File: src/rtl/rf_pkg.sv
// Shared definitions for the 32-entry integer register file.
// Address type and the hardwired-zero register index.
package rf_pkg;

  localparam int REG_COUNT = 32;
  localparam int ADDR_W    = 5;

  typedef logic [ADDR_W-1:0] reg_addr_t;

  localparam reg_addr_t ZERO_REG = '0;

endpackage

File: src/rtl/decoder32.sv
// 5-to-32 one-hot decoder with enable.
// All outputs are low whenever ena is low.
module decoder32
  import rf_pkg::*;
(
  input  reg_addr_t              in,
  input  logic                   ena,
  output logic [REG_COUNT-1:0]   out
);

  always_comb begin
    out = '0;
    if (ena) out[in] = 1'b1;
  end

endmodule

File: src/rtl/register_file_32x.sv
// 32 x N register file with x0 hardwired to zero.
// Two combinational read ports with optional write bypass.
module register_file_32x
  import rf_pkg::*;
#(
  parameter int           N           = 32,
  parameter bit           BYPASS      = 1'b1,
  parameter logic [N-1:0] RESET_VALUE = '0
) (
  input  logic            clk,
  input  logic            rst,
  input  logic            wr_ena,
  input  reg_addr_t       wr_addr,
  input  logic [N-1:0]    wr_data,
  input  reg_addr_t       rd_addr0,
  output logic [N-1:0]    rd_data0,
  input  reg_addr_t       rd_addr1,
  output logic [N-1:0]    rd_data1
);

  logic [REG_COUNT-1:0] we;
  logic [N-1:0]         regs_q [1:REG_COUNT-1];
  logic [N-1:0]         regs_d [1:REG_COUNT-1];
  logic [N-1:0]         rf     [REG_COUNT];
  logic                 fwd0;
  logic                 fwd1;
  logic                 unused_we0;

  decoder32 u_dec (
    .in  (wr_addr),
    .ena (wr_ena),
    .out (we)
  );

  // x0 has no storage, so its decoder line goes nowhere
  assign unused_we0 = we[0];

  always_comb begin
    for (int k = 1; k < REG_COUNT; k++) begin
      regs_d[k] = regs_q[k];
      if (we[k]) regs_d[k] = wr_data;
    end
  end

  always_ff @(posedge clk or negedge rst) begin
    if (!rst) begin
      for (int k = 1; k < REG_COUNT; k++)
        regs_q[k] <= RESET_VALUE;
    end else begin
      for (int k = 1; k < REG_COUNT; k++)
        regs_q[k] <= regs_d[k];
    end
  end

  always_comb begin
    rf[0] = '0;
    for (int k = 1; k < REG_COUNT; k++)
      rf[k] = regs_q[k];
  end

  // forwarding never targets x0, so it still reads zero
  assign fwd0 = BYPASS && wr_ena && (wr_addr != ZERO_REG)
                && (rd_addr0 == wr_addr);
  assign fwd1 = BYPASS && wr_ena && (wr_addr != ZERO_REG)
                && (rd_addr1 == wr_addr);

  always_comb begin
    rd_data0 = rf[rd_addr0];
    if (fwd0) rd_data0 = wr_data;
  end

  always_comb begin
    rd_data1 = rf[rd_addr1];
    if (fwd1) rd_data1 = wr_data;
  end

endmodule
File: config.mk
export PLATFORM = sky130hd
export DESIGN_NAME = register_file_32x
export DESIGN_NICKNAME = d
export VERILOG_FILES = /design/src/rtl/rf_pkg.sv /design/src/rtl/decoder32.sv /design/src/rtl/register_file_32x.sv
export SDC_FILE = /design/constraint.sdc
export NUM_CORES = 2
export LEC_CHECK = 0
export CORE_MARGIN = 8
export CORE_UTILIZATION = 30
export DETAILED_ROUTE_END_ITERATION = 7
export GPL_TIMING_DRIVEN = 0
export MAX_ROUTING_LAYER = met4
export PLACE_DENSITY = 0.43
export SLEW_MARGIN = 20
export SYNTH_ARGS = -nofsm -noshare
export SYNTH_HDL_FRONTEND = slang
export SYNTH_HIERARCHICAL = 1
export SYNTH_SLANG_ARGS = --single-unit
export TNS_END_PERCENT = 20
File: constraint.sdc
create_clock -name clk -period 4 [get_ports clk]
set_clock_uncertainty 0.1 [all_clocks]
set_input_delay 0.8 -clock clk [delete_from_list [all_inputs] [get_ports clk]]
set_output_delay 0.8 -clock clk [all_outputs]
set_load 0.02 [all_outputs]
==> impl_metrics.tcl <==
set metrics [dict create \
    status "finished, violations left" \
    violations "negative setup slack" \
    grtUsageTotal_pct 22.9 \
    avgRoutedWirePerCell_um 33.3 \
    worstSetupPathType "input pin to output pin" \
    port_buffers 107 \
    clock-root-buffer "clkbuf_16" \
    final_hold_viol_count 0 \
    drtPass1Iterations 5 \
    hp-class "register to register" \
    p_int_mw 22.4 \
    cp_max_fo 10 \
    min_period_over_period_pct 102 \
    fin_ws_ps -82.7 \
    ant_nets 0 \
    synth_fp_nets 3887 \
    clock_latency_ps 760 \
    utilization_pct 36.1 \
    rsz0062_at_grt "yes" \
    core_sq_um 180000 \
    r2r_start "regs_q[269]" \
    dp_slack_ps -2450 \
    die_x_um 441 \
    tightestPinTransition_ps 1020 \
    fp-row-count 156 \
    irDropWorstVdd_mv 0.348 \
    setup_tns_ps -254 \
    r2r_slack_ps 3080 \
    dieArea_sq_um 195000 \
    max_freq_ghz 0.245 \
    reg2regPathDepth 1 \
    cap_violations 0 \
    endpoint "rd_data1[20]" \
    grt-ovfl-total 0 \
    finalWeightedCongestion 0.905 \
    synth.avg_cell_area_sq_um 14.1 \
    cts.clk_slew.worst_paths_ps 60 \
    top_register "regs_q" \
    p_sw_mw 9.59 \
    drive_gt1_share_pct 53.0 \
    crit_path_end_kind "output pin" \
    min_period_ps 4080 \
    area_growth_pct 19.9 \
    tritoncts "built" \
    wl_um 219000 \
    cts_buffer_depth 3 \
    layout.nets 4138 \
    pwr-share-comb_pct 23.6 \
    powerDensity_nw_per_um2 492 \
    power_mw 32.0 \
    synthCells 3837 \
    drtIter0Drc 2697 \
    antenna_found_initial 10 \
    htree_levels 3 \
    grt_first_pass_wirelength_um 308000 \
    vias_per_cell 5.56 \
    r2r-end "regs_q[269]" \
    startpoint_type "input pin" \
    initial_core_util_pct 30.1 \
    ys_warn_count 6 \
    final.fill_count 17400 \
    cp.arrival_ps 3180 \
    slew_viol_final 0 \
    p_leak_nw 26.9 \
    reg.largest.list "regs_q (992)" \
    seqPwrFrac_pct 42.2 \
    netlist_area_sq_um 54200 \
    switching_share_pct 30.0 \
    cp.required_ps 3100 \
    timing.critical_path.from "wr_data[20]" \
    relSlewSlack_pct 32.0 \
    drc 0 \
    fp.dieH_um 441 \
    post-dp-hpwl_um 161000 \
    cts_sinks 992 \
    grt_max_degree 128 \
    p_clk_share_pct 34.2 \
    num_vias 36500 \
    ioPinCount 114 \
    cts_buffers 118 \
    largest_register_ffs 992 \
    grt_pass1_vias 37800 \
    setup_viol 11 \
]
[timing repair]
action                                 CTS  global route
gates cloned                             0             0
endpoints found under the hold margin   72             0
setup endpoints to repair               64            48
gates resized for setup                772            75
buffers inserted                        12             2
hold buffers                             1             0
pin swaps                               45            16
[worst max-delay path, stage by stage]
cell and delay [ps]:
clkdlybuf4s50_1 990, clkbuf_1 560, nor2_1 170, a211oi_4 400
buf_2 250
[area by class of cell]
| type | instances | area, sq um | share of cell area, % |
|---|---|---|---|
| tap | 2370 | 2970 | 4.56 |
| clock inverter | 26 | 323 | 0.497 |
| clock buffer | 187 | 3520 | 5.42 |
| antenna | 12 | 30.0 | 0.0462 |
| buffer | 439 | 2930 | 4.51 |
| sequential | 992 | 24800 | 38.2 |
| timing repair buffer | 132 | 1390 | 2.13 |
| inverter | 1 | 16.3 | 0.0250 |
| multi-input combinational | 2404 | 29000 | 44.6 |
[metal layers]
| metal | share of wire (%) | vias up | track usage (%) |
|---|---|---|---|
| met4 | 4.0 | 0 | 8.54 |
| met5 | 0 | - | - |
| li1 | - | 15300 | - |
| met1 | 44 | 19900 | 30.6 |
| met3 | 4.9 | 304 | 3.17 |
| met2 | 47 | 991 | 35.5 |
[per-stage QoR]
| step | hold WS, ps | cell area (sq um) | instances |
|---|---|---|---|
| 2_1_floorplan | 390 | 54200 | 3837 |
| 3_3_place_gp | 402 | 58200 | 6314 |
| 3_5_place_dp | 411 | 58500 | 6324 |
| 4_1_cts | 424 | 64700 | 6549 |
| 5_1_grt | 438 | 65000 | 6558 |
| 6_report | 420 | 65000 | 6563 |
[worst min path at each step]
stage / cells after the start / endpoint / startpoint / slack (ps)
after floorplan: 1 / regs_q[580] / regs_q[580] / 390
after global placement: 1 / regs_q[98] / regs_q[98] / 400
after detailed placement: 1 / regs_q[105] / regs_q[105] / 410
after CTS: 1 / regs_q[105] / regs_q[105] / 420
after global routing: 1 / regs_q[384] / regs_q[384] / 440
final: 1 / regs_q[315] / regs_q[315] / 420
[cell usage in the layout, fill, tap and decap left out, types with 41 or more instances in the layout]
| master | count |
|---|---|
| buf_6 | 66 |
| mux2_2 | 1174 |
| a221oi_1 | 63 |
| o22ai_1 | 71 |
| clkbuf_16 | 119 |
| buf_4 | 59 |
| nand2_1 | 63 |
| mux4_2 | 345 |
| clkbuf_8 | 41 |
| nor2_1 | 78 |
| dfrtp_1 | 992 |
| buf_1 | 94 |
| mux2i_1 | 161 |
| clkbuf_1 | 171 |
| clkbuf_2 | 41 |
[power by group through the flow]
stage / clock network (mW) / logic, mW / registers [mW]
after floorplan: 0 / 4.89 / 13.1
after global placement: 0 / 6.88 / 13.6
after detailed placement: 0 / 7.03 / 13.6
after CTS: 11.2 / 7.47 / 13.4
after global routing: 11.6 / 7.96 / 13.8
final: 10.9 / 7.55 / 13.5
Note: power is estimated with default switching activity, not from simulation.
